<file path="config.mk">
export PLATFORM = sky130hd
export DESIGN_NAME = axi4lite_read
export DESIGN_NICKNAME = d
export VERILOG_FILES = /design/src/rtl/axi4lite_pkg.sv /design/src/rtl/axi4lite_read.sv
export SDC_FILE = /design/constraint.sdc
export NUM_CORES = 1
export LEC_CHECK = 0
export BUFFER_PORTS_ARGS = -buffer_cell sky130_fd_sc_hd__buf_2
export CORE_UTILIZATION = 30
export CTS_CLUSTER_DIAMETER = 80
export DETAILED_ROUTE_END_ITERATION = 16
export PLACE_DENSITY = 0.59
export SLEW_MARGIN = 20
export SYNTH_ARGS = -nofsm -noshare
export SYNTH_HDL_FRONTEND = slang
export SYNTH_SLANG_ARGS = --single-unit
</file>
<file path="constraint.sdc">
create_clock -name clk -period 2.8 [get_ports clk]
set_clock_uncertainty 0.15 [all_clocks]
set_input_delay 0.14 -clock clk [delete_from_list [all_inputs] [get_ports clk]]
set_output_delay 0.14 -clock clk [all_outputs]
set_load 0.02 [all_outputs]
</file>
<file path="src/rtl/axi4lite_pkg.sv">
// Shared AXI4-Lite definitions for the register-bus responders (read and write).
// Response codes and the read-channel FSM state encoding live here.
package axi4lite_pkg;

  localparam logic [1:0] AXI_RESP_OKAY   = 2'b00;
  localparam logic [1:0] AXI_RESP_SLVERR = 2'b10;

  typedef enum logic [1:0] {
    RD_IDLE = 2'd0,
    RD_REQ  = 2'd1,
    RD_RESP = 2'd2
  } rd_state_t;

endpackage : axi4lite_pkg

</file>
<file path="src/rtl/axi4lite_read.sv">
// AXI4-Lite read responder: one AR at a time, single-cycle rd_req to the register
// logic, then an R beat held until accepted; a cycle timeout forces SLVERR.
module axi4lite_read
  import axi4lite_pkg::*;
#(
  parameter int ADDR_WIDTH = 40,
  parameter int DATA_WIDTH = 32,
  parameter int TIMEOUT    = 255
) (
  input  logic                  clk,
  input  logic                  aresetb,
  input  logic [ADDR_WIDTH-1:0] axi_araddr,
  input  logic [2:0]            axi_arprot,
  input  logic                  axi_arvalid,
  output logic                  axi_arready,
  output logic [DATA_WIDTH-1:0] axi_rdata,
  output logic [1:0]            axi_rresp,
  output logic                  axi_rvalid,
  input  logic                  axi_rready,
  output logic [ADDR_WIDTH-1:0] addr,
  output logic                  rd_req,
  input  logic [DATA_WIDTH-1:0] rd_data,
  input  logic                  rd_valid,
  input  logic                  rd_error
);

  localparam int CNT_W = (TIMEOUT > 0) ? $clog2(TIMEOUT + 1) : 1;
  localparam logic [CNT_W-1:0] TO_LIMIT = CNT_W'(TIMEOUT);

  rd_state_t             r_state;
  logic                  r_arready;
  logic                  r_rvalid;
  logic [DATA_WIDTH-1:0] r_rdata;
  logic [1:0]            r_rresp;
  logic [ADDR_WIDTH-1:0] r_addr;
  logic                  r_rd_req;
  logic [CNT_W-1:0]      r_cnt;

  rd_state_t             w_state_nxt;
  logic                  w_arready_nxt;
  logic                  w_rvalid_nxt;
  logic [DATA_WIDTH-1:0] w_rdata_nxt;
  logic [1:0]            w_rresp_nxt;
  logic [ADDR_WIDTH-1:0] w_addr_nxt;
  logic                  w_rd_req_nxt;
  logic [CNT_W-1:0]      w_cnt_nxt;
  logic                  w_timeout;
  logic                  w_unused;

  assign w_unused  = ^{axi_arprot, 1'b0};
  assign w_timeout = (TIMEOUT != 0) && (r_cnt == TO_LIMIT);

  // State and all bus-facing outputs are registered; reset abandons any transaction.
  always_ff @(posedge clk or negedge aresetb) begin
    if (!aresetb) begin
      r_state   <= RD_IDLE;
      r_arready <= 1'b0;
      r_rvalid  <= 1'b0;
      r_rdata   <= '0;
      r_rresp   <= AXI_RESP_OKAY;
      r_addr    <= '0;
      r_rd_req  <= 1'b0;
      r_cnt     <= '0;
    end else begin
      r_state   <= w_state_nxt;
      r_arready <= w_arready_nxt;
      r_rvalid  <= w_rvalid_nxt;
      r_rdata   <= w_rdata_nxt;
      r_rresp   <= w_rresp_nxt;
      r_addr    <= w_addr_nxt;
      r_rd_req  <= w_rd_req_nxt;
      r_cnt     <= w_cnt_nxt;
    end
  end

  // RESP spends its first cycle with rvalid low: the answer is captured on the
  // edge that samples rd_valid (or the timeout), and rvalid follows one edge later.
  always_comb begin
    w_state_nxt   = r_state;
    w_arready_nxt = r_arready;
    w_rvalid_nxt  = r_rvalid;
    w_rdata_nxt   = r_rdata;
    w_rresp_nxt   = r_rresp;
    w_addr_nxt    = r_addr;
    w_rd_req_nxt  = 1'b0;
    w_cnt_nxt     = r_cnt;

    case (r_state)
      RD_IDLE: begin
        if (!r_arready) begin
          w_arready_nxt = 1'b1;
        end else if (axi_arvalid) begin
          w_state_nxt   = RD_REQ;
          w_arready_nxt = 1'b0;
          w_addr_nxt    = axi_araddr;
          w_rd_req_nxt  = 1'b1;
          w_cnt_nxt     = '0;
        end
      end

      RD_REQ: begin
        if (rd_valid) begin
          w_state_nxt = RD_RESP;
          w_rdata_nxt = rd_data;
          w_rresp_nxt = rd_error ? AXI_RESP_SLVERR : AXI_RESP_OKAY;
        end else if (w_timeout) begin
          w_state_nxt = RD_RESP;
          w_rdata_nxt = '0;
          w_rresp_nxt = AXI_RESP_SLVERR;
        end else if (r_cnt != TO_LIMIT) begin
          w_cnt_nxt = r_cnt + CNT_W'(1);
        end
      end

      RD_RESP: begin
        if (!r_rvalid) begin
          w_rvalid_nxt = 1'b1;
        end else if (axi_rready) begin
          w_state_nxt   = RD_IDLE;
          w_rvalid_nxt  = 1'b0;
          w_arready_nxt = 1'b1;
        end
      end

      default: begin
        w_state_nxt   = RD_IDLE;
        w_arready_nxt = 1'b0;
        w_rvalid_nxt  = 1'b0;
      end
    endcase
  end

  assign axi_arready = r_arready;
  assign axi_rvalid  = r_rvalid;
  assign axi_rdata   = r_rdata;
  assign axi_rresp   = r_rresp;
  assign addr        = r_addr;
  assign rd_req      = r_rd_req;

endmodule : axi4lite_read

</file>
==> results of run 1 <==
[final timing paths]
check / end / start / cells after the start
setup / recovery: axi_rdata[10] / r_state[0] / 4
max in group asynchronous: axi_rdata[5] / aresetb / 2
min in group asynchronous: addr[23] / aresetb / 2
setup reg to reg: axi_rdata[10] / r_state[0] / 4
hold reg to reg: axi_rdata[18] / axi_rdata[18] / 1
hold / removal: rd_req / axi_arvalid / 3
[cells in the final DEF (no fill, tap or decap), drive strengths merged, types with 2 or more instances in the layout]
| master | n |
|---|---|
| a22o | 32 |
| or3 | 2 |
| buf | 157 |
| and3 | 2 |
| clkinvlp | 2 |
| nand2 | 6 |
| mux2 | 40 |
| nor2 | 4 |
| nor3 | 2 |
| nor2b | 3 |
| a21o | 2 |
| nand3 | 3 |
| a211o | 2 |
| inv | 6 |
| o21ai | 5 |
| nand3b | 3 |
| a21oi | 3 |
| clkinv | 2 |
| dfrtp | 86 |
| dlygate4sd3 | 75 |
| clkbuf | 9 |
[final cells by class]
type	count	area, um2
Clock buffer	9	124
Tap cell	140	175
Clock inverter	7	72.6
Multi-Input combinational cell	123	1080
Timing Repair Buffer	232	1550
Inverter	4	15.0
Fill cell	952	5670
Sequential cell	86	2150
[flip-flops by register name, indices dropped and copies added (netlist names)]
register / flops
addr: 40
axi_rdata: 32
r_cnt: 8
r_state: 2
axi_arready: 1
axi_rresp: 1
axi_rvalid: 1
rd_req: 1
[through the flow]
| step | power (W) | instance area, um2 | hold slack, ns | utilization (%) |
|---|---|---|---|---|
| finish | 0.00530 | 5170 | 0.156 | 47.7 |
| global route | 0.00564 | 5170 | 0.145 | 47.7 |
| CTS | 0.00537 | 5170 | 0.137 | 47.7 |
| detailed placement | 0.00439 | 4220 | 0.209 | 38.9 |
| global placement | 0.00434 | 4220 | 0.207 | 38.9 |
| floorplan | 0.00362 | 3330 | -0.306 | - |
[layer usage]
metal	vias to the layer above	wire length, um
met5	-	0
met4	0	143
met3	11	645
met2	117	3780
met1	1265	3500
li1	1277	-
[power by group through the flow]
stage | sequential (W) | clock [W] | combinational (W)
final | 0.00209 | 0.000868 | 0.00234
after global routing | 0.00217 | 0.000970 | 0.00250
after CTS | 0.00209 | 0.000917 | 0.00236
after detailed placement | 0.00210 | 0 | 0.00229
after global placement | 0.00209 | 0 | 0.00225
after floorplan | 0.00277 | 0 | 0.000851
[kinds of logic (layout without fill, tap and decap cells)]
kind of cell / after synthesis / count (layout) / share of synthesized area (%)
compound gates: 49 / 49 / 12.2
xor+xnor: 1 / 1 / 0.263
fa+ha+maj: 1 / 1 / 0.375
buf+inv: 17 / 252 / 3.27
flops: 86 / 86 / 64.6
mux: 41 / 41 / 13.8
other cells: 1 / 1 / 0.113
simple gates: 30 / 30 / 5.33
[worst max-delay path, stage by stage, from the launching register on]
cell     delay [ns]
dfrtp_1        0.42
nor2b_1        0.31
and2_1         0.46
buf_4          0.34
a22o_1         0.17
[Yosys cell counts (all sizes together)]
cell and instances:
nor3 2, or3b 1, and3 2, nand3 3, clkbuf 1, nand2 6
ha 1, a21o 2, o21ai 5, nand2b 1, mux2i 1, nand3b 3
a211o 2, a21oi 3, o21ba 1, a221oi 1, o21bai 1, or3 2
o2bb2ai 1, a32o 1, nand4 1, nor2b 3, nor3b 1, xnor2 1
buf 12, and2 1, inv 4, a22o 32, mux2 40, dfrtp 86
conb 1, nor2 4
[timing repair]
| action | in CTS | in global routing |
|---|---|---|
| gates resized for setup | 0 | 0 |
| setup buffers | 0 | 0 |
| hold buffers | 75 | 0 |
| hold endpoints to repair | 162 | 0 |
==> summary.txt, run 1 <==
GRT
  • First-pass GRT wire length: 12,600 um
  • GRT Max-Usage Layer: met2
  • Largest net degree at the start of global routing: 87
  • M1 GR Usage: 16.7%
  • Vias in the first global route: around 2.7k
  • Initial antenna violation count: 0
  • Met2 usage in global routing: 24.1%
  • Gr usage total: about 14%
  • Gr ovfl total: 0
  • Met3 global-route usage: under 10%

Synthesis
  • Synthesized instance count: between 200 and 250
  • Yosys reg bits: 86
  • Syn_nets: about 310
  • Yosys cell types: 37
  • Sequential element share of the synthesized area: 64.6%
  • Area share of the largest cell type after synthesis: 64.6%
  • Cell accounting for the most synthesized area: dfrtp_1
  • Synth top area cells: dfrtp_1, mux2_2, a22o_1
  • Yosys warning count: 0
  • Mapped cell area: 0.00333 mm2
  • Mapped Avg Cell Area: 14.7 um2

Timing
  • Final setup viols: 0
  • Fin Setup TNS: 0 ns
  • RSZ-0062 raised after global routing: false
  • Final period util: around two thirds
  • Final worst path period need: roughly 1.9 ns
  • Slack of the critical path: approximately 0.89 ns
  • Final Hold Vio Count: 0
  • Headroom to the max-slew limit: 49.2%
  • Max Freq: 525 MHz
  • Worst Tran Pin Value: 0.762 ns
  • Max-slew violation count: 0

Routing
  • DRC violation total after the first TritonRoute iteration: ~110
  • Routed vias/inst: between 4 and 5
  • DR WL/cell: 13.4 um
  • Final WL: just over 8000 um
  • DR pass1 iterations: 4
  • Total number of vias: 2,670
  • Post-DRT Antenna Nets: 0
  • Post-route DRC: 0

Setup path
  • WP data arrival: 2.04 ns
  • CP required: 2.94 ns
  • Setup crit end kind: flip-flop
  • CP Class: flip-flop to flip-flop
  • Crit path max fanout: 22
  • CP startpoint kind: flip-flop
  • R2R Setup Slk: between 0.8 and 0.9 ns

Floorplan
  • Core area: around 0.011 mm2
  • Die X: 107 um
  • Initial Util: a little under a third
  • I/O pin total: 158
  • Num rows: 38
  • Die area: 0.0115 mm2
  • Die Ht: 107 um

Clock tree
  • Clk_lat worst skew: 0.34 ns
  • CTS sink cnt: 86
  • CTS tree: built
  • H-tree depth: 3
  • Clock root buffer: clkbuf_8
  • Clock transition at path regs: 0.09 ns
  • Max Root-Sink Buffers: 2
  • TritonCTS buffer count: 9

Place
  • Port Buffers: 153
  • Placed Cells incl. Taps: 510
  • Placement Setup Slack: 0.887 ns
  • RePlAce Congestion: ~0.69
  • HPWL Detailed: 5040 um

Pwr
  • Int Power: 0.00325 W
  • Clock share of power: approximately 16%
  • Pwr dens: a little over 1000 mW/mm2
  • Peak supply drop: roughly 0.58 mV
  • Pleak: 2.54 nW
  • Sw power: 0.00205 W
  • Power share of the sequential group: between 30% and 40%
  • Net Sw Frac: about two fifths
  • Gate power share: 44.2%

Job
  • Max Cap Violations: 0

Final layout
  • N_diodes: 0
  • Layout cells sized above 1: 47.7%
  • Final nets: around 540
  • P&R area growth vs syn: 55.2%
  • Non-Filler Instances: about 600

Min path
  • Worst Hold Class: input port to flip-flop

Run status
  • Status: complete, no violations
Power figures use the tool's default switching activity.
==> inputs of run 2 (changes only) <==
--- a/config.mk
+++ b/config.mk
@@ -9,7 +9,7 @@
 export CORE_UTILIZATION = 30
 export CTS_CLUSTER_DIAMETER = 80
 export DETAILED_ROUTE_END_ITERATION = 16
-export PLACE_DENSITY = 0.59
+export PLACE_DENSITY = 0.61
 export SLEW_MARGIN = 20
 export SYNTH_ARGS = -nofsm -noshare
 export SYNTH_HDL_FRONTEND = slang
==> constraint.sdc (replaced) <==
create_clock -name clk -period 1.6 [get_ports clk]
set_clock_uncertainty 0.15 [all_clocks]
set_input_delay 0.08 -clock clk [delete_from_list [all_inputs] [get_ports clk]]
set_output_delay 0.08 -clock clk [all_outputs]
set_load 0.02 [all_outputs]
==> summary.txt, run 2 (synthesized netlist as in run 1, its figures left out) <==
Pwr
  • Int Power: 0.00632 W (+95%)
  • Sw power: 0.00387 W (+89%)
  • Net Sw Frac: 38.0% (-0.75 points)
  • Peak supply drop: 1.08 mV (+87%)
  • Power share of the sequential group: 36.5% (-3.0 points)
  • Pwr dens: 1800 mW/mm2 (+75%)
  • Pleak: 2.86 nW (+13%)
  • Pwr Total: 0.0102 W (+92%)
  • Clock share of power: 13.5% (-2.9 points)
  • Gate power share: 49.9% (+5.7 points)

Min path
  • HP Start: rd_valid
  • Worst hold endpoint: r_state[1]
  • Hold path cells: 4 (+1)
  • Worst Hold Class: input port to flip-flop

Final layout
  • FF+latch area: 0.00216 mm2 (+0.17%)
  • Max FFs per register: 40 (unchanged)
  • Commonest non-fill, non-tap cell in the layout: buf_2
  • P&R area growth vs syn: 70.2%
  • N_diodes: 0 (unchanged)
  • Final nets: 564 (+4.8%)
  • Footprint of the multi-input gates: 0.00127 mm2 (+18%)
  • # fillers: 900 (-5.5%)
  • Commonest non-fill, non-tap cells in the layout: buf_2, dfrtp_1, dlygate4sd3_1
  • Final core occ: 52.3% (+4.6 points)
  • Final instance area: 0.00567 mm2 (+9.7%)
  • Layout cells sized above 1: 51.7% (+4.0 points)

Floorplan
  • Die X: 107 um (unchanged)
  • I/O pin total: 158 (unchanged)
  • Die area: 0.0115 mm2 (unchanged)
  • Initial Util: 30.7% (unchanged)
  • Core area: 0.0108 mm2 (unchanged)
  • Num rows: 38 (unchanged)
  • Die Ht: 107 um (unchanged)

Run status
  • Status: complete, but fails checks
  • Failing checks: negative setup slack

Setup path
  • Worst Setup SP: r_state[1]
  • WP data arrival: 1.76 ns (-0.28 ns)
  • RR Endpoint: addr[9]
  • Worst r2r src: r_state[1]
  • Critical-path cell list: nand2b_4 > nor3b_4 > buf_6 > buf_16 > mux2_4
  • Setup crit end kind: flip-flop
  • R2R cell count: 5 (+1)
  • R2R Setup Slk: -0.07 ns (-0.96 ns)
  • Worst path slowest cell: dfrtp_1
  • CP startpoint kind: flip-flop
  • Crit path largest cell delay: 0.40 ns (-0.06 ns)
  • Crit path max fanout: 15 (-32%)
  • CP Class: flip-flop to flip-flop
  • CP required: 1.69 ns (-1.25 ns)

Clock tree
  • Clock transition at path regs: 0.09 ns (about the same)
  • Max Root-Sink Buffers: 2 (unchanged)
  • Clock root buffer: clkbuf_8
  • Clk_lat worst skew: 0.35 ns (about the same)
  • H-tree depth: 3 (unchanged)
  • CTS sink cnt: 86 (unchanged)
  • CTS tree: built
  • TritonCTS buffer count: 9 (unchanged)

Routing
  • Routed vias/inst: 4.55 (+2.4%)
  • Post-DRT Antenna Nets: 0 (unchanged)
  • DR WL/cell: 15.2 um (+13%)
  • Post-route DRC: 0 (unchanged)
  • DRC violation total after the first TritonRoute iteration: 93 (-16%)
  • DR pass1 iterations: 6 (+2)
  • Final WL: 9540 um (+18%)
  • Total number of vias: 2,851 (+6.8%)

Timing
  • Slack of the critical path: -0.0706 ns (-0.964 ns)
  • Final Hold Vio Count: 0 (unchanged)
  • Final worst path period need: 1.67 ns (-0.236 ns)
  • Final period util: 104% (+36 points)
  • Final setup viols: 44 (+44)
  • RSZ-0062 raised after global routing: true
  • WHS: 0.0321 ns (-0.124 ns)
  • Max-slew violation count: 0 (unchanged)
  • Max Freq: 599 MHz (+14%)

GRT
  • Gr ovfl total: 0 (unchanged)
  • Vias in the first global route: 2,892 (+5.7%)
  • First-pass GRT wire length: 13,900 um (+11%)
  • Gr usage total: 15.7% (+1.5 points)
  • Largest net degree at the start of global routing: 35 (-60%)
  • Initial antenna violation count: 0 (unchanged)

Job
  • Max Cap Violations: 0 (unchanged)

Place
  • HPWL Detailed: 5250 um (+4.2%)
  • Placement Setup Slack: -0.137 ns (-1.02 ns)
  • Placed cell area: 0.00442 mm2 (+4.7%)
  • RePlAce Congestion: 0.697 (+0.82%)
  • Port Buffers: 153 (unchanged)
run 2: layer usage:
| layer | track usage [%] | wire [um] |
|---|---|---|
| met1 | 18.8 | 4000 |
| met2 | 26.8 | 4830 |
| met3 | 4.42 | 625 |
| met4 | 5.58 | 88 |
| met5 | 0 | 0 |
run 2: through the flow:
step                cells  setup TNS, ns
floorplan             226         -0.347
global placement      526          -2.76
detailed placement    526          -3.79
CTS                   622          -2.81
global route          627          -5.19
finish                627          -2.17
run 2: power by group through the flow:
stage	Combinational [W]	Sequential [W]	Clock [W]
2_1_floorplan	0.00152	0.00486	0
3_3_place_gp	0.00415	0.00366	0
3_5_place_dp	0.00423	0.00368	0
4_1_cts	0.00478	0.00367	0.00145
5_1_grt	0.00540	0.00383	0.00154
6_report	0.00509	0.00373	0.00138
run 2: worst max path at each step:
stage | end | slack [ns] | cells after the start
after global routing | addr[9] | -0.13 | 5
after detailed placement | r_cnt[3] | -0.14 | 5
after global placement | r_cnt[4] | -0.11 | 5
after floorplan | addr[0] | -0.01 | 5
after CTS | addr[32] | -0.09 | 5
final | addr[9] | -0.07 | 5
run 2: layout make-up:
| class | count | area share [%] |
|---|---|---|
| timing repair buffer | 258 | 33.1 |
| sequential | 86 | 38.0 |
| inverter | 4 | 0.265 |
| multi-input combinational | 123 | 22.4 |
| clock buffer | 11 | 2.49 |
| clock inverter | 5 | 0.618 |
| tap | 140 | 3.09 |
run 2: what timing repair did:
item                                    CTS  global route
endpoints found under the setup margin   51            82
hold buffers                             75             0
gates cloned                              1             2
endpoints found under the hold margin   162             0
pin swaps                                 3             4
resized for setup                        33            19
buffers inserted                          4             3
run 2: worst max-delay path, delay by kind of cell (launching register included):
family                 cells  cell delay (ns)
buffers and inverters      2             0.34
flip-flops                 1             0.40
multiplexers               1             0.31
AND/OR/NAND/NOR            2             0.36
==> inputs of run 3 (changes only) <==
--- a/config.mk
+++ b/config.mk
@@ -6,10 +6,11 @@
 export NUM_CORES = 1
 export LEC_CHECK = 0
 export BUFFER_PORTS_ARGS = -buffer_cell sky130_fd_sc_hd__buf_2
+export CORE_ASPECT_RATIO = 1.75
 export CORE_UTILIZATION = 30
 export CTS_CLUSTER_DIAMETER = 80
 export DETAILED_ROUTE_END_ITERATION = 16
-export PLACE_DENSITY = 0.61
+export PLACE_DENSITY = 0.69
 export SLEW_MARGIN = 20
 export SYNTH_ARGS = -nofsm -noshare
 export SYNTH_HDL_FRONTEND = slang
==> summary.txt, run 3 (synthesized netlist as in run 1, its figures left out) <==
Run status
  • Status: complete, but fails checks
  • Failing checks: negative setup slack

Final layout
  • P&R area growth vs syn: 75.3%
  • Max FFs per register: 40 (unchanged)
  • Final nets: 570 (+1.1%)
  • Layout cells sized above 1: 52.8% (+1.1 points)
  • Commonest non-fill, non-tap cell in the layout: buf_2
  • Final instance area: 0.00584 mm2 (+3.0%)
  • Commonest non-fill, non-tap cells in the layout: buf_2, dfrtp_1, dlygate4sd3_1
  • Non-Filler Instances: 622 (-0.80%)
  • N_diodes: 0 (unchanged)

Pwr
  • Pwr Total: 0.0109 W (+7.0%)
  • Pleak: 2.91 nW (+1.9%)
  • Power share of the sequential group: 34.0% (-2.5 points)
  • Pwr dens: 1870 mW/mm2 (+3.9%)
  • Int Power: 0.00695 W (+9.9%)
  • Gate power share: 47.3% (-2.6 points)
  • Sw power: 0.00396 W (+2.3%)
  • Peak supply drop: 1.06 mV (-1.3%)
  • Clock share of power: 18.7% (+5.2 points)
  • Net Sw Frac: 36.3% (-1.7 points)

Routing
  • Total number of vias: 2,903 (+1.8%)
  • Post-route DRC: 0 (unchanged)
  • DR pass1 iterations: 4 (-2)
  • Routed vias/inst: 4.67 (+2.6%)
  • DRC violation total after the first TritonRoute iteration: 85 (-8.6%)
  • Final WL: 10,200 um (+6.6%)
  • Post-DRT Antenna Nets: 0 (unchanged)
  • DR WL/cell: 16.4 um (+7.4%)

Floorplan
  • Initial Util: 31.0% (+0.23 points)
  • I/O pin total: 158 (unchanged)
  • Num rows: 50 (+32%)
  • Die X: 81.7 um (-24%)
  • Core area: 0.0108 mm2 (-0.74%)
  • Die Ht: 141 um (+32%)
  • Die area: 0.0115 mm2 (+0.15%)

Setup path
  • CP startpoint kind: flip-flop
  • WP data arrival: 1.75 ns (about the same)
  • Crit path max fanout: 10 (-5)
  • CP Class: flip-flop to flip-flop
  • CP required: 1.66 ns (-0.03 ns)
  • Setup crit end kind: flip-flop

Place
  • Placed Cells incl. Taps: 518 (-1.5%)
  • Placed cell area: 0.00440 mm2 (-0.51%)
  • HPWL Detailed: 5350 um (+1.8%)
  • Port Buffers: 153 (unchanged)
  • RePlAce Congestion: 0.704 (+0.92%)

GRT
  • Vias in the first global route: 3,050 (+5.5%)
  • First-pass GRT wire length: 14,100 um (+1.5%)
  • Gr usage total: 16.2% (+0.54 points)
  • Met3 global-route usage: 4.12% (-0.30 points)
  • Met2 usage in global routing: 28.2% (+1.4 points)
  • GRT Max-Usage Layer: met2
  • Initial antenna violation count: 0 (unchanged)
  • Largest net degree at the start of global routing: 41 (+17%)
  • Gr ovfl total: 0 (unchanged)
  • M1 GR Usage: 17.7% (-1.1 points)

Timing
  • Max-slew violation count: 0 (unchanged)
  • Max Freq: 592 MHz (-1.0%)
  • Slack of the critical path: -0.0880 ns (-0.0174 ns)
  • RSZ-0062 raised after global routing: true
  • Final period util: 106% (+1.1 points)
  • Fin Setup TNS: -3.12 ns (-0.948 ns)
  • Final worst path period need: 1.69 ns (+0.0174 ns)
  • Final Hold Vio Count: 0 (unchanged)
  • Final setup viols: 51 (+16%)

Clock tree
  • CTS tree: built
  • H-tree depth: 3 (unchanged)
  • Clk_lat worst skew: 0.33 ns (-0.02 ns)
  • Max Root-Sink Buffers: 2 (unchanged)
  • Clock root buffer: clkbuf_16
  • CTS sink cnt: 86 (unchanged)
  • Clock transition at path regs: 0.06 ns (-0.03 ns)
  • TritonCTS buffer count: 9 (unchanged)

Min path
  • Worst Hold Class: input port to asynchronous set/reset pin

Job
  • Max Cap Violations: 0 (unchanged)
-- run 3: path summary, 6_finish.rpt --
kind / startpoint / endpoint / slack, ns / cells past startpoint
setup reg to reg: r_state[1] / addr[26] / -0.09 / 5
hold / removal: aresetb / addr[28] / 0.09 / 2
hold reg to reg: addr[26] / addr[26] / 0.35 / 1
max in group asynchronous: aresetb / r_state[0] / 0.59 / 3
min in group clk: rd_valid / r_state[1] / 0.09 / 4
setup / recovery: r_state[1] / addr[26] / -0.09 / 5
-- run 3: per-stage QoR --
step	setup slack (ns)	util [%]	hold slack [ns]
floorplan	-0.0116	-	-0.366
global placement	-0.0642	40.8	-0.109
detailed placement	-0.109	40.8	-0.100
CTS	-0.103	51.7	0.0766
global route	-0.139	54.3	0.104
finish	-0.0880	54.3	0.0900
-- run 3: layout make-up --
cell class / count / area, um2
inverter: 4 / 15.0
clock buffer: 11 / 243
timing repair buffer: 264 / 1950
multi-input combinational: 123 / 1270
tap: 130 / 163
sequential: 86 / 2150
clock inverter: 4 / 47.5
fill: 838 / 4920
-- run 3: power by group through the flow --
stage | logic, W | registers (W) | clock network [W]
2_1_floorplan | 0.00152 | 0.00486 | 0
3_3_place_gp | 0.00411 | 0.00366 | 0
3_5_place_dp | 0.00423 | 0.00368 | 0
4_1_cts | 0.00452 | 0.00368 | 0.00212
5_1_grt | 0.00547 | 0.00384 | 0.00221
6_report | 0.00516 | 0.00372 | 0.00204
-- run 3: worst max-delay path, cell delays in order (launching register included) --
cell,delay [ns]
dfrtp_1,0.40
nand2b_4,0.16
nor3b_4,0.22
buf_6,0.16
clkbuf_16,0.16
mux2_2,0.33
-- run 3: metal layers --
| layer | vias up | part of all wire (%) |
|---|---|---|
| li1 | 1344 | - |
| met1 | 1403 | 39 |
| met2 | 131 | 53 |
| met3 | 25 | 6.2 |
| met4 | 0 | 2.4 |
| met5 | - | 0 |
-- run 3: timing repair --
action / CTS / global route
setup buffers: 6 / 2
endpoints found under the hold margin: 162 / 0
pin swaps: 11 / 17
gates resized for setup: 14 / 40
hold buffers: 75 / 0
gates cloned: 2 / 5
setup endpoints to repair: 76 / 83
